$ cat config.mk
export PLATFORM = sky130hd
export DESIGN_NAME = flops_pipe_valid
export DESIGN_NICKNAME = d
export VERILOG_FILES = /design/src/rtl/flops_pipe_valid.sv
export SDC_FILE = /design/constraint.sdc
export NUM_CORES = 1
export LEC_CHECK = 0
export BUFFER_PORTS_ARGS = -buffer_cell sky130_fd_sc_hd__buf_2
export CAP_MARGIN = 20
export CORE_ASPECT_RATIO = 0.6
export CORE_UTILIZATION = 30
export CTS_BUF_LIST = sky130_fd_sc_hd__clkbuf_4 sky130_fd_sc_hd__clkbuf_8
export DETAILED_ROUTE_END_ITERATION = 7
export PLACE_DENSITY_LB_ADDON = 0.05
export SLEW_MARGIN = 20
export SYNTH_ARGS = -nofsm -noshare
export SYNTH_HDL_FRONTEND = slang
export SYNTH_SLANG_ARGS = --single-unit
export TNS_END_PERCENT = 100
$ cat constraint.sdc
create_clock -name clk_8f -period 11.77 [get_ports clk_8f]
set_input_delay 2.354 -clock clk_8f [delete_from_list [all_inputs] [get_ports clk_8f]]
set_output_delay 2.354 -clock clk_8f [all_outputs]
set_load 0.01 [all_outputs]
$ cat src/rtl/flops_pipe_valid.sv
// LANES x WIDTH valid/data register pipeline, DEPTH stages; FLOPS_PIPE_CNT_EN adds beat_count.
// Latency DEPTH cycles with ready_in high; full throughput, bubbles never stored.
// Backpressure: ready_out = combinational advance chain from ready_in; empty stages absorb stalls.
module flops_pipe_valid #(
  parameter int WIDTH = 8,
  parameter int LANES = 4,
  parameter int DEPTH = 2
) (
  input  logic                   clk_8f,
  input  logic                   reset,
  input  logic                   flush,
  input  logic [LANES-1:0]       valid_in,
  input  logic [LANES*WIDTH-1:0] data_in,
  output logic                   ready_out,
  output logic [LANES-1:0]       valid_out,
  output logic [LANES*WIDTH-1:0] data_out,
  input  logic                   ready_in
`ifdef FLOPS_PIPE_CNT_EN
  ,
  output logic [15:0]            beat_count
`endif
);

  logic [DEPTH-1:0]       occ;
  logic [DEPTH-1:0]       adv;
  logic [LANES-1:0]       lv  [DEPTH];
  logic [LANES*WIDTH-1:0] dat [DEPTH];

  // adv[k] is high when any stage from k to the output is empty, or the output drains.
  always_comb begin : adv_chain
    logic run;
    run = ready_in;
    adv = '0;
    for (int k = DEPTH-1; k >= 0; k--) begin
      run    = run | ~occ[k];
      adv[k] = run;
    end
  end

  assign ready_out = adv[0];
  assign valid_out = occ[DEPTH-1] ? lv[DEPTH-1] : '0;
  assign data_out  = dat[DEPTH-1];

  always_ff @(posedge clk_8f) begin
    if (!reset) begin
      occ <= '0;
      for (int k = 0; k < DEPTH; k++) begin
        lv[k]  <= '0;
        dat[k] <= '0;
      end
    end else if (flush) begin
      // Data registers keep their contents; only occupancy and lane valids are dropped.
      occ <= '0;
      for (int k = 0; k < DEPTH; k++) begin
        lv[k] <= '0;
      end
    end else begin
      if (adv[0]) begin
        occ[0] <= |valid_in;
        lv[0]  <= valid_in;
        dat[0] <= data_in;
      end
      for (int k = 1; k < DEPTH; k++) begin
        if (adv[k]) begin
          occ[k] <= occ[k-1];
          lv[k]  <= lv[k-1];
          dat[k] <= dat[k-1];
        end
      end
    end
  end

`ifdef FLOPS_PIPE_CNT_EN
  always_ff @(posedge clk_8f) begin
    if (!reset) begin
      beat_count <= '0;
    end else if (|valid_out && ready_in) begin
      beat_count <= beat_count + 16'd1;
    end
  end
`endif

endmodule

### After elaboration in Yosys (flattened, before gate mapping)

Memories as Yosys holds them, arrays and structs flattened.
Index checks and enable logic that the tools add are counted.

| word-level totals | value |
|---|---|
| register bits after elaboration | 2 |
| bits in writable memories | 72 |
| bits of input ports | 40 |
| output and inout port bits | 37 |
| memories kept | 2 |

Memory list:

| memory | depth | width | rd ports | clocked after memory_dff | write ports | line | source |
|---|---|---|---|---|---|---|---|
| dat | 2 | 32 | 2 | 0 | 2 | 27 | `logic [LANES*WIDTH-1:0] dat [DEPTH];` |
| lv | 2 | 4 | 2 | 0 | 2 | 26 | `logic [LANES-1:0] lv [DEPTH];` |

| cells by class | value |
|---|---|
| mux-type cells | 19 |
| bitwise gates (word level) | 11 |
| reductions and logical operators | 2 |

Operators by type and width:

| cell | count |
|---|---|
| $mux W32 | 2 |
| $mux W4 | 5 |
| $mux W1 | 12 |
| $or A1 B1 Y1 | 8 |
| $reduce_or A4 Y1 | 1 |
| $not A1 Y1 | 3 |
| $reduce_or A2 Y1 | 1 |

### Logic depth before layout (Yosys ltp)

Gate-level depths: netlist of run 1.

| depth | value |
|---|---|
| word-level depth | 8 |
| depth in mapped cells | 4 |
| mapped depth without buffers | 3 |

### Worst setup path after synthesis of run 1

Ideal clock, no wire load.

| timing | value |
|---|---|
| path kind | input -> register |
| start point | input port ready_in |
| end point | memory dat[0][0] (netlist bit) (enable) |
| setup time | 466 ps |
| arrival time | 5110 ps |
| required time | 11304 ps |
| path slack | 6194 ps |
| cell stages on the path | 4 |
| path buffers | 2 |
| path through | and3b_1 buf_6 buf_6 o21ai_0 |

RTL lines:

| what | line | source |
|---|---|---|
| from (decl) | 17 | `input logic ready_in` |
| to (decl) | 27 |  |

### Worst setup path in the final report of run 1

| timing | value |
|---|---|
| start point | input port ready_in |
| end point | output port ready_out |

| on the way | value |
|---|---|
| cells in the longest elaborated chain, start to end | 2 |

Ends and longest elaborated chain:

| what | line | source |
|---|---|---|
| $or A1 B1 Y1 (2 in a row) | 35 | `run = run \| ~occ[k];` |
| to (decl) | 14 | `output logic ready_out,` |

No other way between the ends.

==> results.toml, run 1 <==
[routing]
drc = 0
viasPerCell = 4.05
drt_iter0_drc = 48
avgRoutedWirePerCell_um = 14.9
vias = 1688
ant_nets = 0
totalWireLength_um = 6200
firstDrtPassIters = 4

[power_and_ir_drop]
p_leak_uw = 0.00154
ir_drop_mv = 0.0493
power_density_nw_per_um2 = 144
power_uw = 582

[synth]
synth.most_common_cell = "edfxtp_1"
ys_top_cells_by_count = "edfxtp_1 (72), nor3b_2 (59), buf_4 (37), nor3b_1 (13), buf_6 (7)"
syn-cell-area_um2 = 3510
yosysSeqAreaShare_pct = 62.8
synth_edf_count = 72
ys_seq_elements = 74
synth_nets = 249
postSynthAreaPerCell_um2 = 16.8
async_flop_share_pct = 0
netlist_instances = 209
synth_top_area_share_pct = 61.6
synth_largest_area_cell = "edfxtp_1"
ys_top_cells_by_area = "edfxtp_1 (62%), nor3b_2 (21%), buf_4 (7.9%)"
synthFlopType = "edfxtp_1"
synth_cell_type_count = 19
yosys_warnings = 0

[timing]
worst_clock_skew_ns = 0.00425
tns_ns = 0
slew_headroom_pct = 45.6
tightest_slew_ns = 0.816
finalMaxSlewViolations = 0
setup_violations = 0
hold_viol_final = 0
rsz0062_at_grt = "no"
layout_min_cycle_time_ns = 5.29
timing.final.ws_setup_ns = 6.48
fin_crit_sh_pct = 44.9
fmax_mhz = 189

[worst_hold_path]
whs_path_depth = 1
min_path_type = "flop to flop"

[cells_and_area]
finalInstanceArea_um2 = 4030
nFillCells = 1136
multiInputGateArea_um2 = 961
diodes = 0
area_growth_pct = 14.9
nNetsFinal = 292
register_area_um2 = 2200
drive_gt1_share_pct = 61.9

[global_route]
first_global_vias = 1779
grtUsageTotal_pct = 11.2
gr-total-overflow = 0
grt_first_pass_wirelength_um = 9860
antenna_found_initial = 0
grt_max_degree = 74

[cts]
insertion_delay_ns = 0.34
htree_levels = 3
clock-root-buffer = "clkbuf_8"
post_cts_buffers = 0
cts_tree = "done"
cts.sinks = 74
cts_inserted_buffers = 9
cts_hold_repair.buffers = 0
clk_pin_slew_ns = 0.07
cts_buffer_depth = 2
cts_resized = 0

[place]
gp_congestion = 0.652
pre_cts_ws_ns = 6.49
dpl_cell_area_um2 = 3800
portBuffers = 76

[die]
num_io_pins = 77
die-area_um2 = 12100
die_y_um = 85.8
fp.dieW_um = 142
start_util_pct = 30.9
rows = 30
core_area_um2 = 11300

[critical_path]
cp-endpoint = "ready_out"
reg2reg_from = "occ[1]"
worstPathRequired_ns = 9.42
startpoint_type = "primary input"
r2r_setup_slack_ns = 9.64
critPathMaxFanout = 3
reg2reg_to = "dat[0][15]"
cp-startpoint = "ready_in"
endpoint_kind = "output port"
critPathArrivalTime_ns = 2.93
critPathKind = "primary input to output port"
reg2reg_depth = 4

[run_status]
status = "finished clean"

[flow_run]
maxCapViolCount = 0
-- layer usage --
layer	GRT usage [%]	routed length, um	up-vias
met4	4.40	72	0
met1	15.1	3050	817
met2	16.0	2780	43
li1	-	-	821
met5	0	0	-
met3	4.41	304	7
-- sequential cells by signal, summed over array words and instances, names as in the netlist --
signal,cells
dat,64
lv,8
occ,2
-- cell type report --
class                           instances  area share, %
Inverter                                1         0.0931
Clock buffer                            9           3.07
Timing Repair Buffer                   80           10.8
Multi-Input combinational cell         86           23.8
Sequential cell                        74           54.6
Tap cell                              160           4.96
Clock inverter                          7           2.67
-- cells by family (layout without fill, tap and decap cells) --
| family | count (synthesis) | count (layout) | synth area share, % |
|---|---|---|---|
| and+or+nand+nor | 82 | 82 | 25.7 |
| buffers and inverters | 49 | 97 | 10.8 |
| AOI/OAI and AO/OA | 4 | 4 | 0.713 |
| DFF | 74 | 74 | 62.8 |
-- layout by cell type, fill, tap and decap left out, types with 2 or more instances in the layout --
| cell type | count |
|---|---|
| buf_2 | 76 |
| edfxtp_1 | 72 |
| nor3b_2 | 59 |
| nor3b_1 | 13 |
| clkbuf_8 | 9 |
| and2_1 | 4 |
| bufinv_16 | 3 |
| o21ai_4 | 2 |
| clkinv_2 | 2 |
| clkinv_1 | 2 |
| dfxtp_1 | 2 |
| buf_4 | 2 |
-- report_power, final --
group | internal [uW] | leakage, uW | switching, uW
Clock | 139 | 0.000118 | 90.6
Sequential | 306 | 0.000821 | 3.47
Combinational | 20.5 | 0.000599 | 23.1
Total | 465 | 0.00154 | 117
-- stage by stage --
stage | utilization (%) | hold WS [ns] | cells
floorplan | - | 0.451 | 209
global placement | 33.3 | 0.476 | 400
detailed placement | 33.5 | 0.469 | 401
CTS | 35.5 | 0.488 | 417
global route | 35.6 | 0.504 | 417
finish | 35.6 | 0.483 | 417
-- worst max-delay path, cell delays in order --
cell     delay (ns)
buf_2          0.10
and3b_4        0.30
inv_2          0.04
buf_2          0.14
-- how the worst min path moves through the flow --
stage / from / slack (ns) / end
global placement: occ[0] / 0.48 / occ[1]
global route: occ[0] / 0.50 / occ[1]
floorplan: occ[0] / 0.45 / occ[1]
detailed placement: occ[0] / 0.47 / occ[1]
CTS: occ[0] / 0.49 / occ[1]
finish: occ[0] / 0.48 / occ[1]
Note: power is estimated with default switching activity, not from simulation.
==> run 2, diff against run 1 <==
clock period = 4.9 ns   (was 11.77 ns; I/O delays follow)
==> results.toml, run 2 (same netlist as run 1, synthesis figures left out) <==
[cells_and_area]
largest_register_ff_count = 64
nFillCells = 1127
drive_gt1_share_pct = 61.5
nNetsFinal = 292
diodes = 0
layout_commonest_cell = "buf_2"
multiInputGateArea_um2 = 961
area_growth_pct = 12.8
final_cell_mix = "buf_2 (76), edfxtp_1 (72), nor3b_2 (59)"
largest_register = "dat"
finalInstanceArea_um2 = 3960
reg_top3 = "dat (64), lv (8), occ (2)"
register_area_um2 = 2200

[place]
portBuffers = 76
dpl_cell_area_um2 = 3800
dp_hpwl_um = 3660
gp_congestion = 0.670
pre_cts_ws_ns = 2.05

[routing]
avgRoutedWirePerCell_um = 15.0
m1WireLength_um = 2980
wl_met3_um = 407
routed.top_layer = "met4"
met2_length_um = 2760
viasPerCell = 4.11
firstDrtPassIters = 4
drc = 0
ant_nets = 0
drt_iter0_drc = 79
vias = 1712
totalWireLength_um = 6250

[critical_path]
critPathKind = "primary input to output port"
path_common_cell = "buf_2"
endpoint_kind = "output port"
crit_path_max_incr_delay_ns = 0.45
crit_buf_inv = 3
crit_slowest_cell = "and3b_4"
crit_family = "simple AND/OR/NAND/NOR gates"
worstPathRequired_ns = 3.92
critPathMaxFanout = 13
critPathArrivalTime_ns = 1.77
startpoint_type = "primary input"
path_cells = "buf_2 > and3b_4 > inv_2 > buf_2"

[timing]
whs_ns = 0.493
tightest_slew_ns = 0.991
slew_headroom_pct = 33.9
worst_clock_skew_ns = 0.00535
layout_min_cycle_time_ns = 2.75
rsz0062_at_grt = "no"
fin_crit_sh_pct = 56.1
hold_viol_final = 0
finalMaxSlewViolations = 0
tns_ns = 0
timing.final.ws_setup_ns = 2.15
fmax_mhz = 364
setup_violations = 0

[power_and_ir_drop]
power_uw = 1260
p_leak_uw = 0.00151
combPwrFrac_pct = 8.3
p_switching_uw = 286
intPower_uw = 972
pwr-share-clk_pct = 32.6
ir_drop_mv = 0.111
sequentialPowerShare_pct = 59.0
power_density_nw_per_um2 = 318
swShare_pct = 22.7

[cts]
cts_resized = 0
clk_pin_slew_ns = 0.08
cts.sinks = 74
cts_inserted_buffers = 9
cts_tree = "done"
cts_buffer_depth = 2
clock-root-buffer = "clkbuf_8"
htree_levels = 3
post_cts_buffers = 0
insertion_delay_ns = 0.34
cts_hold_repair.buffers = 0

[global_route]
first_global_vias = 1748
antenna_found_initial = 0
grtUsageTotal_pct = 11.3
gr-total-overflow = 0
grt_max_degree = 63
grt_first_pass_wirelength_um = 9860

[die]
start_util_pct = 30.9
core_area_um2 = 11300
die-area_um2 = 12100
rows = 30
fp.dieW_um = 142
num_io_pins = 77
die_y_um = 85.8

[flow_run]
maxCapViolCount = 0

[run_status]
status = "finished clean"

[worst_hold_path]
min_path_type = "flop to flop"
## run 2: layout make-up
type / instances / area share (%)
multi-input cells: 86 / 24.3
clock buffers: 11 / 3.51
clock inverters: 5 / 0.537
inverters: 1 / 0.0948
flip-flops and latches: 74 / 55.6
repair buffers: 80 / 10.9
well taps: 160 / 5.06
## run 2: path summary, 6_finish.rpt
| path | from | to | slack [ns] | cells past startpoint |
|---|---|---|---|---|
| setup / recovery | ready_in | ready_out | 2.15 | 4 |
| hold / removal | occ[0] | occ[1] | 0.49 | 1 |
| setup reg to reg | occ[1] | dat[0][54] | 2.86 | 3 |
| hold reg to reg | occ[0] | occ[1] | 0.49 | 1 |
## run 2: power groups by stage
stage | Clock [uW] | Sequential [uW] | Combinational (uW)
floorplan | 0 | 756 | 82.9
global placement | 0 | 759 | 105
detailed placement | 0 | 757 | 108
CTS | 429 | 743 | 108
global route | 455 | 747 | 115
finish | 411 | 743 | 105
## run 2: metrics by stage
stage               std cells  util, %
floorplan                 209        -
global placement          400     33.3
detailed placement        401     33.5
CTS                       417     34.9
global route              417     34.9
finish                    417     34.9
## run 2: layer usage
metal  track usage (%)  vias up
met5                 0        -
met4              4.69        0
li1                  -      822
met1              14.7      831
met3              5.03        9
met2              16.3       50
